[src/rtl/wb_pipelined_slave_pkg.sv]
// Shared constants and helpers for the pipelined Wishbone register-file slave.
package wb_pipelined_slave_pkg;

  localparam logic WB_WE_READ  = 1'b0;
  localparam logic WB_WE_WRITE = 1'b1;

  // Bits needed to hold a count ranging over 0..max_count inclusive.
  function automatic int count_width(input int max_count);
    return (max_count < 1) ? 1 : $clog2(max_count + 1);
  endfunction

endpackage

[src/rtl/wb_resp_pipe.sv]
// Fixed-depth response delay line with a synchronous flush that zeroes every stage.
module wb_resp_pipe #(
  parameter int DEPTH = 2,
  parameter int WIDTH = 17
) (
  input  logic             clk_i,
  input  logic             flush_i,
  input  logic [WIDTH-1:0] d_i,
  output logic [WIDTH-1:0] pre_o,
  output logic [WIDTH-1:0] q_o
);

  logic [WIDTH-1:0] stage [DEPTH];

  always_ff @(posedge clk_i) begin
    if (flush_i) begin
      for (int i = 0; i < DEPTH; i++) stage[i] <= '0;
    end else begin
      stage[0] <= d_i;
      for (int i = 1; i < DEPTH; i++) stage[i] <= stage[i-1];
    end
  end

  // pre_o is the value that will occupy the output stage after the next edge.
  generate
    if (DEPTH == 1) begin : g_pre_direct
      assign pre_o = d_i;
    end else begin : g_pre_stage
      assign pre_o = stage[DEPTH-2];
    end
  endgenerate

  assign q_o = stage[DEPTH-1];

endmodule

[src/rtl/wb_pipelined_slave.sv]
// Wishbone B.4 pipelined slave: small byte-writable register file with fixed-latency,
// in-order acks and stall-based throttling of outstanding requests.
module wb_pipelined_slave
  import wb_pipelined_slave_pkg::*;
#(
  parameter int ADDR_WIDTH = 16,
  parameter int DATA_WIDTH = 16,
  parameter int WORDS_LOG2 = 4,
  parameter int LATENCY    = 2,
  parameter int MAX_OUTST  = 2
) (
  input  logic                    clk_i,
  input  logic                    reset_i,
  input  logic [ADDR_WIDTH-1:0]   adr_i,
  input  logic                    cyc_i,
  input  logic                    stb_i,
  input  logic                    we_i,
  input  logic [DATA_WIDTH-1:0]   dat_i,
  input  logic [DATA_WIDTH/8-1:0] sel_i,
  output logic                    stall_o,
  output logic                    ack_o,
  output logic [DATA_WIDTH-1:0]   dat_o
);

  localparam int NumWords = 1 << WORDS_LOG2;
  localparam int NumLanes = DATA_WIDTH / 8;
  localparam int OutstW   = count_width(MAX_OUTST);

  logic [DATA_WIDTH-1:0] mem [NumWords];
  logic [OutstW-1:0]     outst;
  logic [WORDS_LOG2-1:0] idx;
  logic                  accept;
  logic                  flush;
  logic [DATA_WIDTH-1:0] rd_data;
  logic [DATA_WIDTH:0]   pipe_d;
  logic [DATA_WIDTH:0]   pipe_pre;
  logic [DATA_WIDTH:0]   pipe_q;
  logic                  unused_adr;

  assign idx        = adr_i[WORDS_LOG2-1:0];
  assign unused_adr = ^adr_i;

  assign stall_o = reset_i | (outst == OutstW'(MAX_OUTST));
  assign accept  = cyc_i & stb_i & ~stall_o;
  assign flush   = reset_i | ~cyc_i;

  // Earlier writes have already landed in mem, so a read directly behind a write sees it.
  assign rd_data = (we_i == WB_WE_WRITE) ? '0 : mem[idx];
  assign pipe_d  = accept ? {1'b1, rd_data} : '0;

  always_ff @(posedge clk_i) begin
    if (reset_i) begin
      for (int w = 0; w < NumWords; w++) mem[w] <= '0;
    end else if (accept && (we_i == WB_WE_WRITE)) begin
      for (int b = 0; b < NumLanes; b++) begin
        if (sel_i[b]) mem[idx][b*8 +: 8] <= dat_i[b*8 +: 8];
      end
    end
  end

  wb_resp_pipe #(
    .DEPTH (LATENCY),
    .WIDTH (DATA_WIDTH + 1)
  ) u_resp_pipe (
    .clk_i   (clk_i),
    .flush_i (flush),
    .d_i     (pipe_d),
    .pre_o   (pipe_pre),
    .q_o     (pipe_q)
  );

  // A request stops counting once its response enters the output stage, so with
  // MAX_OUTST == LATENCY the stall lifts in time for one accept every cycle.
  always_ff @(posedge clk_i) begin
    if (flush) begin
      outst <= '0;
    end else begin
      outst <= outst + OutstW'(accept) - OutstW'(pipe_pre[DATA_WIDTH]);
    end
  end

  assign ack_o = pipe_q[DATA_WIDTH] & cyc_i & ~reset_i;
  assign dat_o = ack_o ? pipe_q[DATA_WIDTH-1:0] : '0;

endmodule

[config.mk]
export PLATFORM = sky130hd
export DESIGN_NAME = wb_pipelined_slave
export DESIGN_NICKNAME = d
export VERILOG_FILES = /design/src/rtl/wb_pipelined_slave_pkg.sv /design/src/rtl/wb_resp_pipe.sv /design/src/rtl/wb_pipelined_slave.sv
export SDC_FILE = /design/constraint.sdc
export NUM_CORES = 1
export LEC_CHECK = 0
export CAP_MARGIN = 20
export CORE_UTILIZATION = 65
export DETAILED_ROUTE_END_ITERATION = 7
export PLACE_DENSITY = 0.85
export SYNTH_ARGS = -nofsm -noshare
export SYNTH_HDL_FRONTEND = slang
export SYNTH_SLANG_ARGS = --single-unit
[constraint.sdc]
create_clock -name clk_i -period 5.3 [get_ports clk_i]
set_input_delay 0.795 -clock clk_i [delete_from_list [all_inputs] [get_ports clk_i]]
set_output_delay 0.795 -clock clk_i [all_outputs]
set_load 0.05 [all_outputs]
# == Word level (Yosys, flattened, before mapping) ==
# Memory sizes are Yosys's and may differ from the RTL's.
# Cells that the tools add are included.
# op_classes
n_addsub,2
eq_ne,1
n_mux,21
bitwise_logic,11
n_reduce_logical,2
# ops
op,count
$mux W17,3
$mux W16,3
$reduce_or A16 Y1,1
$mux W1,13
$and A1 B1 Y1,4
$mux W4,1
$or A1 B1 Y1,4
$not A1 Y1,3
$add A2 B1 Y2,1
$eq A2 B2 Y1 const B,1
$mux W2,1
$sub A2 B1 Y2,1
$logic_and A1 B1 Y1,1
# word_totals
register_bits,2
ram_bits,290
in_bits,39
out_inout_bits,18
elab_cells,40
mem_count,2
# mem_list
memory,words,word_bits,read_ports,rd_ports_with_merged_regs,wr,line_no,rtl
mem,16,16,1,0,16,wb_pipelined_slave.sv:29,logic [DATA_WIDTH-1:0] mem [NumWords];
u_resp_pipe.stage,2,17,2,0,2,wb_resp_pipe.sv:13,logic [WIDTH-1:0] stage [DEPTH];

# == Logic depth before layout (Yosys ltp) ==
# logic_depth
depth_word,10
depth_mapped,8
ltp_nobuf,8

# == By module ==
# Synthesis repeated with hierarchy kept, for this count alone.
# hier_totals
hier_cells,857
hier_area_um2,13126.3
# by_module_without_submodules
mod,n_inst,cells_each,area_each_um2,seq_area_each_um2
wb_pipelined_slave,1,786,12189.2,7727.4
wb_resp_pipe,1,71,937.1,680.7

# == Worst setup path before layout ==
# OpenSTA, ideal clock, no wires.
# synth_timing
path_type,input -> output
from,in reset_i
to,out dat_o[10]
t_arrival_ns,1.954
required_time_ns,4.505
setup_slack_ns,2.551
stages,4
n_path_buf,2
cell_sequence,clkbuf_1 -> nor2b_1 -> clkbuf_1 -> and3_1
# synth_via
elab_chain_len,3
# synth_lines
element,line_no,rtl
start: declaration,wb_pipelined_slave.sv:13,"input logic reset_i,"
$not A1 Y1,wb_pipelined_slave.sv:82,assign ack_o = pipe_q[DATA_WIDTH] & cyc_i & ~reset_i;
$and A1 B1 Y1,wb_pipelined_slave.sv:82,
$mux W16,wb_pipelined_slave.sv:83,assign dat_o = ack_o ? pipe_q[DATA_WIDTH-1:0] : '0;
end: declaration,wb_pipelined_slave.sv:22,output logic [DATA_WIDTH-1:0] dat_o
# Every way passes these cells.

# == Worst setup path after layout ==
# layout_timing
from,in reset_i
to,out dat_o[11]
# The elaborated chain is that of the path after synthesis.

==> qor.yml <==
placed_design:
  dp_cells: 1138
  dp_slack_ns: 1.66
  dp_hpwl_um: 17300
  io_buffers: 44
  gp_congestion: 0.803
global_route:
  grt_max_degree: 42
  use_met3_pct: 3.64
  busiest_layer: "met2"
  globalRouteOverflowTotal: 0
  grt_usage_pct: 28.3
  grt_use_met1_pct: 37.4
  met2_usage_pct: 49.3
  grt_pass1_wl_um: 42400
  antenna_found_initial: 0
  grt_pass1_vias: 7528
timing:
  finalSetupViolations: 0
  timing.fmax_mhz: 276
  drv_slew: 0
  rsz0062_at_grt: "no"
  worst_pin_slew_ns: 1.00
  hold_viol: 0
  fin_worst_skew_ns: 0.0147
  max_slew_margin_pct: 33.2
  fin_crit_ns: 3.62
  fin_ws_ns: 1.68
  fin_crit_sh_pct: 68.4
  setup_tns_ns: 0
clock_network:
  cts_buffers: 29
  cts_hold_buf: 0
  cts.repair.resized: 0
  cts_tree: "built"
  clk_pin_slew_ns: 0.06
  cts_sinks: 292
  post-cts-setup-buffers: 0
  h-tree-depth: 1
  clock_latency_ns: 0.55
  cts_buffer_depth: 3
  cts_root_buffer: "clkbuf_16"
floorplanning:
  die_h_um: 145
  die_width_um: 145
  die-area_mm2: 0.0209
  core_mm2: 0.0197
  rows: 51
  start_util_pct: 67.0
  ios: 57
power_and_ir_drop:
  p_leak_nw: 5.47
  vdd_drop_max_v: 0.000225
  power_mw: 4.94
  powerDensity_mw_per_mm2: 336
flow_run:
  max_cap_violations: 0
yosys:
  synth-seq-cells: 292
  seq_area_frac_synth_pct: 63.6
  yosysWarnings: 0
  async_reset_ff_share_pct: 0
  synth.largest_area_cell: "edfxtp_1"
  synthTopCellsByArea: "edfxtp_1 58%, and2_1 13%, mux4_2 11%, dfxtp_1 5.5%, nor3_2 2.5%"
  yosysUniqueCellTypes: 30
  synth_ff_type: "edfxtp_1"
  synth_edf_count: 256
  synth_top_area_share_pct: 58.2
  synth_nets: 915
  avgSynthCellArea_um2: 15.1
  postSynthCellCount: 874
  synth_area_mm2: 0.0132
setup_path:
  slowest_delay_ns: 0.80
  endpoint: "dat_o[11]"
  critPathRequiredTime_ns: 4.51
  path_cells: "clkdlybuf4s50_1 > buf_4 > nor2b_1 > buf_4 > and3_1 > clkdlybuf4s50_1"
  cp_top_family: "buffers and inverters"
  reg2reg_to: "mem[13][4]$_SDFFCE_PN0P_"
  critical_path_class: "input port to output pin"
  path_max_fanout: 38
  r2r_start: "outst[0]$_SDFF_PP0_"
  worst-r2r-cell-count: 5
  cp-startpoint: "reset_i"
  cp.depth: 6
  reg2reg_slack_ns: 2.89
  cp.arrival_ns: 2.83
  cp-start-kind: "input port"
  cp_slowest_cell: "clkdlybuf4s50_1"
  end_kind: "output pin"
  path_buf_inv: 4
final_layout:
  instances_no_fill: 1192
  fin_util_pct: 74.5
  fin_nets: 945
  area_growth_pct: 11.2
  fillers: 1099
  antenna_cells: 0
  drive_gt1_share_pct: 17.8
detailed_routing:
  via_per_inst: 6.18
  drc_errors: 0
  dr.pass1.iters: 5
  drt-wirelength-per-cell_um: 23.3
  route.vias.total: 7365
  postRouteAntennaNets: 0
  drt_iter0_drc: 920
  wl_um: 27800
run_status:
  status: "completed"
hold_path:
  hold_path.class: "flop to flop"
[worst reg2reg max path: cells and delay by family (launching register included)]
| kind | cells | cell delay, ns |
|---|---|---|
| AND/OR/NAND/NOR | 4 | 1.43 |
| flip-flops | 1 | 0.33 |
| buffers and inverters | 1 | 0.29 |
[stage by stage]
stage	hold slack, ns	instance area, µm²
final	0.427	14700
after floorplan	0.406	13200
after detailed placement	0.414	13800
after global routing	0.438	14700
after global placement	0.407	13700
after CTS	0.429	14700
[synthesized netlist by cell type (all sizes together) (4+ instances only)]
cell and count:
buf 25, mux4 64, mux2 16, dfxtp 36
clkbuf 27, or2 33, nand2b 4, a21o 16
nor3 33, o22ai 16, edfxtp 256, and2 277
and3 16, inv 34
[where the power goes]
part / leakage [nW] / switching, mW / internal, mW
combinational: 2.13 / 0.170 / 0.118
clock: 0.461 / 0.850 / 1.20
sequential: 2.88 / 0.0248 / 2.57
total: 5.47 / 1.05 / 3.89
[flip-flops by register name, indices dropped and copies added, names as in the netlist]
signal	cells
mem	256
u_resp_pipe.stage	34
outst	2
[cells by family after synthesis]
kind of cell / count (synthesis) / synth area share, %
compound gates: 32 / 1.67
xor+xnor: 2 / 0.133
fa+ha+maj: 2 / 0.189
buf+inv: 86 / 3.05
flops: 292 / 63.6
mux: 80 / 12.3
simple gates: 380 / 19.1
[how the worst min path moves through the flow]
stage	start	to	slack [ns]	depth (start not counted)
after floorplan	u_resp_pipe.stage[0][0]$_SDFF_PP0_	u_resp_pipe.stage[0][17]$_SDFF_PP0_	0.41	1
after global placement	u_resp_pipe.stage[0][11]$_SDFF_PP0_	u_resp_pipe.stage[0][28]$_SDFF_PP0_	0.41	1
after detailed placement	u_resp_pipe.stage[0][14]$_SDFF_PP0_	u_resp_pipe.stage[0][31]$_SDFF_PP0_	0.41	1
after CTS	u_resp_pipe.stage[0][7]$_SDFF_PP0_	u_resp_pipe.stage[0][24]$_SDFF_PP0_	0.43	1
after global routing	u_resp_pipe.stage[0][7]$_SDFF_PP0_	u_resp_pipe.stage[0][24]$_SDFF_PP0_	0.44	1
final	u_resp_pipe.stage[0][9]$_SDFF_PP0_	u_resp_pipe.stage[0][26]$_SDFF_PP0_	0.43	1
[cell usage in the layout, fill, tap and decap left out, types with 4 or more instances in the layout]
| master | count |
|---|---|
| or2_1 | 32 |
| inv_1 | 34 |
| mux2_2 | 16 |
| clkinv_2 | 4 |
| buf_4 | 7 |
| clkbuf_16 | 29 |
| clkdlybuf4s50_1 | 41 |
| o22ai_1 | 16 |
| nand2b_1 | 4 |
| and3_1 | 16 |
| edfxtp_1 | 256 |
| nor3_2 | 33 |
| and2_1 | 277 |
| bufinv_16 | 4 |
| clkinv_1 | 6 |
| clkbuf_1 | 8 |
| mux4_2 | 64 |
| a21o_1 | 16 |
| dfxtp_1 | 36 |
[routing by layer]
layer / vias to the layer above / share of wire [%]
met5: - / 0
met4: 0 / 1.8
met3: 49 / 8.7
met2: 365 / 52
met1: 3719 / 38
li1: 3232 / -
[layout make-up]
class	count	area (µm²)	area share, %
Sequential cell	292	8410	57.2
Tap cell	265	332	2.26
Multi-Input combinational cell	496	4400	29.9
Clock buffer	37	756	5.14
Timing Repair Buffer	51	484	3.29
Inverter	34	128	0.868
Clock inverter	17	189	1.29
Note: power is estimated with default switching activity, not from simulation.
